<file path="config.mk">
export PLATFORM = sky130hd
export DESIGN_NAME = svm_vote
export DESIGN_NICKNAME = d
export VERILOG_FILES = /design/src/rtl/svm_pkg.sv /design/src/rtl/svm_pair_counter.sv /design/src/rtl/svm_vote.sv
export SDC_FILE = /design/constraint.sdc
export NUM_CORES = 1
export LEC_CHECK = 0
export ABC_AREA = 0
export CORE_ASPECT_RATIO = 1.25
export CORE_MARGIN = 5
export CORE_UTILIZATION = 53
export DETAILED_ROUTE_END_ITERATION = 7
export PLACE_DENSITY = 0.81
export SYNTH_ARGS = -nofsm -noshare
export SYNTH_HDL_FRONTEND = slang
export SYNTH_SLANG_ARGS = --single-unit
</file>
<file path="constraint.sdc">
create_clock -name clk -period 17.7 [get_ports clk]
set_input_delay 5.31 -clock clk [delete_from_list [all_inputs] [get_ports clk]]
set_output_delay 5.31 -clock clk [all_outputs]
set_load 0.05 [all_outputs]
</file>
<file path="src/rtl/svm_pkg.sv">
// svm_pkg: constants and helpers shared by the SVM kernel and vote stages.
//   svm_state_e   : vote-stage FSM encoding (IDLE, VOTE, ARGMAX, DONE)
//   svm_clog2     : ceiling log2, used for class-index and counter widths
//   svm_dec_count : one-vs-one decision count, C*(C-1)/2
//   svm_idx_width : index width that never collapses to zero bits
package svm_pkg;

    typedef enum logic [1:0] {
        ST_IDLE   = 2'd0,
        ST_VOTE   = 2'd1,
        ST_ARGMAX = 2'd2,
        ST_DONE   = 2'd3
    } svm_state_e;

    function automatic int svm_clog2(input int value);
        int result;
        int v;
        result = 0;
        v = value - 1;
        while (v > 0) begin
            result = result + 1;
            v = v >> 1;
        end
        return result;
    endfunction

    function automatic int svm_dec_count(input int class_count);
        return class_count * (class_count - 1) / 2;
    endfunction

    function automatic int svm_idx_width(input int count);
        return (count > 1) ? svm_clog2(count) : 1;
    endfunction

endpackage

</file>
<file path="src/rtl/svm_pair_counter.sv">
// svm_pair_counter: walks the one-vs-one class pairs (i,j), i<j, i outer,
// together with the running decision index d.
//   clk, reset : clock, synchronous active-high reset
//   i_clear    : restart at (0,1), d=0
//   i_step     : advance to the next pair
//   o_i, o_j   : current class pair
//   o_d        : current decision index
//   o_last     : current pair is the final decision
module svm_pair_counter
    import svm_pkg::*;
#(
    parameter int CLASS_COUNT = 3,
    parameter int CLASS_WIDTH = svm_clog2(CLASS_COUNT),
    parameter int DEC_WIDTH   = svm_idx_width(svm_dec_count(CLASS_COUNT))
) (
    input  logic                   clk,
    input  logic                   reset,
    input  logic                   i_clear,
    input  logic                   i_step,
    output logic [CLASS_WIDTH-1:0] o_i,
    output logic [CLASS_WIDTH-1:0] o_j,
    output logic [DEC_WIDTH-1:0]   o_d,
    output logic                   o_last
);

    localparam int DEC_COUNT = svm_dec_count(CLASS_COUNT);

    logic [CLASS_WIDTH-1:0] r_i;
    logic [CLASS_WIDTH-1:0] r_j;
    logic [DEC_WIDTH-1:0]   r_d;

    always_ff @(posedge clk) begin
        if (reset || i_clear) begin
            r_i <= '0;
            r_j <= CLASS_WIDTH'(1);
            r_d <= '0;
        end else if (i_step) begin
            // j wraps to i+2 when the inner loop finishes; the step past the
            // last pair may truncate, but the owner has stopped stepping by then.
            if (r_j == CLASS_WIDTH'(CLASS_COUNT - 1)) begin
                r_i <= r_i + CLASS_WIDTH'(1);
                r_j <= r_i + CLASS_WIDTH'(2);
            end else begin
                r_j <= r_j + CLASS_WIDTH'(1);
            end
            r_d <= r_d + DEC_WIDTH'(1);
        end
    end

    assign o_i    = r_i;
    assign o_j    = r_j;
    assign o_d    = r_d;
    assign o_last = (r_d == DEC_WIDTH'(DEC_COUNT - 1));

endmodule

</file>
<file path="src/rtl/svm_vote.sv">
// svm_vote: one-vs-one SVM voting. Latches a vector of decision distances
// and biases, casts one vote per decision (one per cycle), then scans the
// classes (one per cycle) for the most-voted, lowest index on ties.
//   clk, reset    : clock, synchronous active-high reset
//   i_distance    : packed signed distances, decision d at [DIST_WIDTH*d +: DIST_WIDTH]
//   i_rho         : packed signed biases, same layout, latched with i_distance
//   i_dist_valid  : input vector valid
//   o_dist_ready  : ready for a vector (IDLE only)
//   o_res_class   : winning class
//   o_res_valid   : result valid, held until i_res_ready
//   i_res_ready   : consumer accepts the result
//   o_res_tie     : maximum shared by several classes (only with SVM_VOTE_TIE_EN)
//
// state  | meaning
// IDLE   | waiting for a vector
// VOTE   | one decision per cycle, vote to i if margin > 0, else j
// ARGMAX | one class per cycle, keep first strictly greater count
// DONE   | result presented until accepted
module svm_vote
    import svm_pkg::*;
#(
    parameter int  CLASS_COUNT = 3,
    parameter int  DIST_WIDTH  = 32,
    parameter int  CLASS_WIDTH = svm_clog2(CLASS_COUNT),
    localparam int DEC_COUNT   = svm_dec_count(CLASS_COUNT)
) (
    input  logic                            clk,
    input  logic                            reset,
    input  logic [DIST_WIDTH*DEC_COUNT-1:0] i_distance,
    input  logic [DIST_WIDTH*DEC_COUNT-1:0] i_rho,
    input  logic                            i_dist_valid,
    output logic                            o_dist_ready,
    output logic [CLASS_WIDTH-1:0]          o_res_class,
    output logic                            o_res_valid,
    input  logic                            i_res_ready
`ifdef SVM_VOTE_TIE_EN
   ,output logic                            o_res_tie
`endif
);

    localparam int DEC_WIDTH = svm_idx_width(DEC_COUNT);

    svm_state_e                      r_state;
    svm_state_e                      w_next_state;
    logic                            w_accept;
    logic [DIST_WIDTH*DEC_COUNT-1:0] r_dist;
    logic [DIST_WIDTH*DEC_COUNT-1:0] r_rho;
    logic [CLASS_WIDTH-1:0]          r_votes [CLASS_COUNT];
    logic [CLASS_WIDTH-1:0]          r_best_count;
    logic [CLASS_WIDTH-1:0]          r_best_class;
    logic [CLASS_WIDTH-1:0]          r_scan;
    logic [CLASS_WIDTH-1:0]          w_pair_i;
    logic [CLASS_WIDTH-1:0]          w_pair_j;
    logic [DEC_WIDTH-1:0]            w_pair_d;
    logic                            w_pair_last;
    logic [DIST_WIDTH-1:0]           w_dist_sel;
    logic [DIST_WIDTH-1:0]           w_rho_sel;
    logic [DIST_WIDTH:0]             w_margin;
    logic                            w_margin_pos;
    logic [CLASS_WIDTH-1:0]          w_winner;
    logic [CLASS_WIDTH-1:0]          w_scan_cnt;
    logic                            w_scan_last;
    logic                            w_scan_gt;

    svm_pair_counter #(
        .CLASS_COUNT (CLASS_COUNT),
        .CLASS_WIDTH (CLASS_WIDTH),
        .DEC_WIDTH   (DEC_WIDTH)
    ) u_pair (
        .clk     (clk),
        .reset   (reset),
        .i_clear (w_accept),
        .i_step  (r_state == ST_VOTE),
        .o_i     (w_pair_i),
        .o_j     (w_pair_j),
        .o_d     (w_pair_d),
        .o_last  (w_pair_last)
    );

    // State register
    always_ff @(posedge clk) begin
        if (reset) r_state <= ST_IDLE;
        else       r_state <= w_next_state;
    end

    // Next-state logic
    always_comb begin
        w_next_state = r_state;
        case (r_state)
            ST_IDLE:   if (i_dist_valid) w_next_state = ST_VOTE;
            ST_VOTE:   if (w_pair_last)  w_next_state = ST_ARGMAX;
            ST_ARGMAX: if (w_scan_last)  w_next_state = ST_DONE;
            ST_DONE:   if (i_res_ready)  w_next_state = ST_IDLE;
            default:   w_next_state = ST_IDLE;
        endcase
    end

    // Outputs decode the state register only, so nothing is combinational
    // from an input.
    always_comb begin
        o_dist_ready = (r_state == ST_IDLE);
        o_res_valid  = (r_state == ST_DONE);
    end

    assign w_accept    = (r_state == ST_IDLE) && i_dist_valid;
    assign o_res_class = r_best_class;

    always_comb begin
        w_dist_sel = '0;
        w_rho_sel  = '0;
        for (int k = 0; k < DEC_COUNT; k++) begin
            if (w_pair_d == DEC_WIDTH'(k)) begin
                w_dist_sel = r_dist[DIST_WIDTH*k +: DIST_WIDTH];
                w_rho_sel  = r_rho[DIST_WIDTH*k +: DIST_WIDTH];
            end
        end
    end

    // Sign-extend by one bit so the difference of extreme operands cannot wrap.
    assign w_margin     = {w_dist_sel[DIST_WIDTH-1], w_dist_sel}
                        - {w_rho_sel[DIST_WIDTH-1], w_rho_sel};
    assign w_margin_pos = !w_margin[DIST_WIDTH] && (w_margin != '0);
    assign w_winner     = w_margin_pos ? w_pair_i : w_pair_j;

    always_comb begin
        w_scan_cnt = '0;
        for (int k = 0; k < CLASS_COUNT; k++) begin
            if (r_scan == CLASS_WIDTH'(k)) w_scan_cnt = r_votes[k];
        end
    end

    assign w_scan_last = (r_scan == CLASS_WIDTH'(CLASS_COUNT - 1));
    assign w_scan_gt   = (w_scan_cnt > r_best_count);

    always_ff @(posedge clk) begin
        if (reset) begin
            for (int k = 0; k < CLASS_COUNT; k++) r_votes[k] <= '0;
            r_best_count <= '0;
            r_best_class <= '0;
            r_scan       <= '0;
        end else if (w_accept) begin
            r_dist <= i_distance;
            r_rho  <= i_rho;
            for (int k = 0; k < CLASS_COUNT; k++) r_votes[k] <= '0;
            r_scan <= '0;
        end else if (r_state == ST_VOTE) begin
            for (int k = 0; k < CLASS_COUNT; k++) begin
                if (w_winner == CLASS_WIDTH'(k)) r_votes[k] <= r_votes[k] + CLASS_WIDTH'(1);
            end
        end else if (r_state == ST_ARGMAX) begin
            // Class 0 seeds the running best; later classes need strictly more.
            if (r_scan == '0 || w_scan_gt) begin
                r_best_count <= w_scan_cnt;
                r_best_class <= r_scan;
            end
            r_scan <= r_scan + CLASS_WIDTH'(1);
        end
    end

`ifdef SVM_VOTE_TIE_EN
    logic r_tie;
    logic w_scan_eq;

    assign w_scan_eq = (w_scan_cnt == r_best_count);

    always_ff @(posedge clk) begin
        if (reset) begin
            r_tie <= 1'b0;
        end else if (r_state == ST_ARGMAX) begin
            if (r_scan == '0 || w_scan_gt) r_tie <= 1'b0;
            else if (w_scan_eq)            r_tie <= 1'b1;
        end
    end

    assign o_res_tie = r_tie && (r_state == ST_DONE);
`endif

endmodule

</file>
=== Word level (Yosys, flattened, before mapping) ===
Memories as Yosys holds them, arrays and structs flattened.
Cells that the tools add are included.

* $add $sub $neg: 9
* Equal/unequal tests: 14
* Magnitude comparators: 1
* Multiplexer cells: 42
* Reduce and logical (&&, ||, !) cells: 16
* Bitwise logic cells: 9

{| class="wikitable"
|+ Operators by type and width
! cell !! number
|-
| 32-bit two-way mux || 6
|-
| 33-bit nonzero test || 1
|-
| 32-bit by 32-bit subtractor with 33-bit output || 1
|-
| 2-bit two-way mux || 15
|-
| 1-bit two-way mux || 20
|-
| 2-bit by 1-bit adder with 2-bit output (second input constant) || 7
|-
| 2-bit equality test (second input constant) || 6
|-
| 2-bit by 1-bit equality test with 1-bit output (second input constant) || 4
|-
| 2-bit logical NOT || 4
|-
| 2-bit one-hot mux with 4 select lines || 1
|-
| 4-bit AND reduction || 2
|-
| 2-bit inequality test (second input constant) || 3
|-
| 1-bit bitwise OR || 6
|-
| 2-bit AND reduction || 3
|-
| 1-bit NOT || 3
|-
| 2-bit adder (second input constant) || 1
|-
| 2-bit > comparator || 1
|-
| 1-bit logical AND || 2
|-
| 1-bit logical OR || 2
|-
| 2-bit by 1-bit inequality test with 1-bit output (second input constant) || 1
|-
| 2-bit OR reduction || 1
|-
| 1-bit logical NOT || 1
|}

* Word-level logic and storage cells: 101
* RAM bits: 6
* Memories kept: 1
* Output and inout bits: 4
* Register bits after elaboration: 206
* Input bits: 196

{| class="wikitable"
|+ Memories
! name !! words !! bits a word !! read ports !! clocked after memory_dff !! wr ports !! RTL line !! source
|-
| r_votes || 3 || 2 || 3 || 0 || 3 || svm_vote.sv:48 || <nowiki>logic [CLASS_WIDTH-1:0] r_votes [CLASS_COUNT];</nowiki>
|}

=== Longest topological paths before layout ===
* Depth after elaboration: 15
* Mapped depth: 20
* Gate-level depth less buffers: 18

=== Cells and area by module ===
Synthesis repeated with hierarchy kept, for this count alone.

* Cells, all modules: 858
* Area total of the unflattened synthesis: 10565.1 um2

{| class="wikitable"
|+ Modules (own cells, without submodules)
! module !! area each (um2) !! cells an instance !! instances !! seq. area each (um2)
|-
| svm_vote || 10244.8 || 826 || 1 || 6105.9
|-
| svm_pair_counter || 320.3 || 32 || 1 || 120.1
|}

=== Worst setup path after synthesis ===
No wires, ideal clock.

* Path type: input to register
* Start: input reset
* End: register r_dist[0], enable pin
* Buffers on the path: 1
* Path slack: 3.473 ns
* Data required time: 16.952 ns
* Arrival time: 13.479 ns
* Setup time: 0.748 ns
* Stages: 2
* Path through: clkbuf_1 nor2_1

* Cells in the longest elaborated chain, start to end: 2

{| class="wikitable"
|+ Ends and longest elaborated chain
! what !! RTL line !! source
|-
| from (decl) || svm_vote.sv:28 || <nowiki>input logic reset,</nowiki>
|-
| 1-bit NOT (no source line) || -- ||
|-
| 2-bit AND reduction (no source line) || -- ||
|-
| to (signal assigned) || svm_vote.sv:142 || <nowiki>r_dist <= i_distance;</nowiki>
|-
| to (decl) || svm_vote.sv:46 || <nowiki>logic [DIST_WIDTH*DEC_COUNT-1:0] r_dist;</nowiki>
|}

Every way passes these cells.
A chain may end at the register's enable or synchronous reset.

=== Worst setup path after layout ===
* Start: input reset
* End: register r_dist[12], enable pin

Same word-level chain as after synthesis.

==> summary.md <==
| Metric | Value |
|---|---|
| Routed Antenna Nets | `0` |
| # clock sinks | `212` |
| Synth top area share | `55.4%` |
| H-Tree Depth | `1` |
| Skew-Pair Late Insertion Delay | `0.49 ns` |
| Dominant synthesized flop cell | `edfxtp_1` |
| Largest net degree at the start of global routing | `95` |
| DR pass1 iterations | `7` |
| Tmin final | `7.47 ns` |
| Inst Count DP | `1,329` |
| Synth warn | `0` |
| Routability-driven placement congestion ratio | `0.965` |
| Async set-reset flop share out of synthesis | `0%` |
| WS Path Type | `in2reg` |
| CTS clk-pin slew, worst paths | `0.06 ns` |
| Chip height | `169 um` |
| Cells on worst reg2reg path | `16` |
| Synth area leaders | `edfxtp_1 (55%), ha_1 (5.1%), o21ai_0 (4.0%)` |
| Req. time, crit path | `17.81 ns` |
| Layout cells sized above 1 | `6.85%` |
| Biggest regs | `r_dist x96, r_rho x96, r_votes x6` |
| Fin. max-slew vios | `0` |
| Design area | `0.0136 mm^2` |
| Post-synthesis cell count | `901` |
| Synth area leader | `edfxtp_1` |
| Overall power | `2.69 mW` |
| Hold Slack | `0.498 ns` |
| PD cells | `197 mW/mm^2` |
| Routed WL per cell | `20.4 um` |
| Final WS setup | `10.23 ns` |
| Post-Layout Cell Count | `1,365` |
| CTS tree | `built` |
| Total grt overflow | `0` |
| Max VDD drop | `0.121 mV` |
| Gr usage total | `23.6%` |
| Hold Vio Cnt, Final | `0` |
| CP endpoint kind | `flop` |
| Resize count post-CTS | `0` |
| Synthesized area per cell | `11.9 um^2` |
| I/O Pins | `200` |
| Post-route DRC | `0` |
| Synth Cell Area | `0.0107 mm^2` |
| Yosys cell types | `85` |
| Least-Margin Pin Slew | `1.07 ns` |
| WHS Path Cells | `2` |
| Initial Util | `53.6%` |
| Critical Path Start Type | `input pin` |
| Crit path DAT | `7.59 ns` |
| Root Buffer | `clkbuf_16` |
| 1st-iter DRT viols | `582` |
| Yosys reg bits | `212` |
| Core ar. | `0.0200 mm^2` |
| RSZ-0062 raised after global routing | `no` |
| Max_cap viols | `0` |
| Final Util | `67.9%` |
| Number of cell rows | `58` |
| Final antenna diode count | `0` |
| Crit Path Max Fanout | `88` |
| Post-synth EDFFs | `198` |
| Total Nets Final | `1,323` |
| Vias in the first global route | `8,413` |
| Num CTS Buffers | `21` |
| Die Wd | `137 um` |
| Global-route wire length before repair | `43.0 mm` |
| Port bufs | `199` |
| DIE AREA | `0.0232 mm^2` |
| Final WL | `27.8 mm` |
| Max Fclk | `134 MHz` |
| # setup viols final | `0` |
| Outcome | `completed` |
| Syn Nets | `1,142` |
| Slew HR | `28.4%` |
| Vias per Instance | `5.93` |
| Post-CTS setup buffers | `0` |
| Reg2reg setup slack | `11.68 ns` |
| Seq/Total Area, Yosys | `58.0%` |
| Clock tree buffer depth | `3` |
| LEAKAGE | `4.66 nW` |
| Place WS | `9.67 ns` |
| Via count | `8,098` |
| Post-cts hold buffer count | `0` |
| Final setup TNS | `0 ns` |
| Worst hold-check path type | `reg2reg` |
| Placed cell areas | `0.0129 mm^2` |
| Period utilization | `42.2%` |
| Skew final | `0.00570 ns` |
| Initial antenna violation count | `0` |
| Post-DP HPWL | `20.3 mm` |
| Synthesis-to-finish area growth | `26.7%` |
-- cells in the mapped netlist (9+ instances only) --
cell	instances
dfxtp_1	14
a221o_1	32
nand3_1	16
nand2_1	79
ha_1	44
o21ai_1	9
o21ai_0	85
inv_1	22
a22oi_1	31
a21oi_1	48
edfxtp_1	198
xnor2_1	10
nand4_1	14
nor2_1	55
nor3_1	10
clkbuf_1	29
mux2i_1	9
a21o_1	10
-- cell usage in the layout, fill, tap and decap left out, types with 7 or more instances in the layout --
cell,Yosys,final
clkdlybuf4s50_1,0,199
edfxtp_1,198,198
o21ai_0,85,85
nand2_1,79,79
nor2_1,55,54
a21oi_1,48,48
ha_1,44,42
a221o_1,32,32
a22oi_1,31,31
inv_1,22,22
clkbuf_16,0,21
nand3_1,16,16
nand4_1,14,14
dfxtp_1,14,14
xnor2_1,10,10
a21o_1,10,10
nor3_1,10,10
mux2i_1,9,9
o21ai_1,9,9
and3_1,8,8
a211oi_1,8,8
o211ai_1,8,8
xor2_1,8,8
nand2b_1,7,7
o21a_1,7,7
buf_4,3,7
-- logic make-up (layout without fill, tap and decap cells) --
logic type               Yosys count  after routing  synth area share (%)
AO/OA/AOI/OAI                    309            309                  20.1
XOR/XNOR                          18             18                  1.47
adder cells (fa/ha/maj)           45             45                  5.32
buffers and inverters             70            264                  3.06
flip-flops                       212            212                  58.0
multiplexers                      13             13                  1.28
AND/OR/NAND/NOR                  234            234                  10.8
-- power by group --
group	leakage (nW)	total (mW)	switching [mW]	internal, mW
clock network	0.333	0.455	0.181	0.274
logic	2.37	1.57	0.997	0.571
registers	1.96	0.662	0.0248	0.638
total	4.66	2.69	1.20	1.48
-- cell type report --
type	instances	area [um^2]
fillers	1487	6430
clock inverters	15	175
well taps	270	338
clock buffers	21	526
multi-input cells	619	4210
flip-flops and latches	212	6230
repair buffers	206	2040
inverters	22	82.6
-- path summary, 6_finish.rpt --
check                               startpoint             end
worst max-delay path                     reset      r_dist[12]
worst min-delay path            o_res_class[1]  o_res_class[1]
worst max register to register   u_pair.o_d[0]   r_votes[0][0]
worst min register to register  o_res_class[1]  o_res_class[1]
-- metal layers --
layer  wire length, um  GRT usage [%]  part of all wire [%]
met3              1400           3.00                   5.0
met2             14800           43.7                    53
met4               876           7.68                   3.2
met1             10700           27.9                    39
met5                 0              0                     0
-- critical path, stage by stage --
cell,delay [ns]
clkdlybuf4s50_1,0.60
nor2_4,0.68
buf_4,0.92
Note: power is estimated with default switching activity, not from simulation.
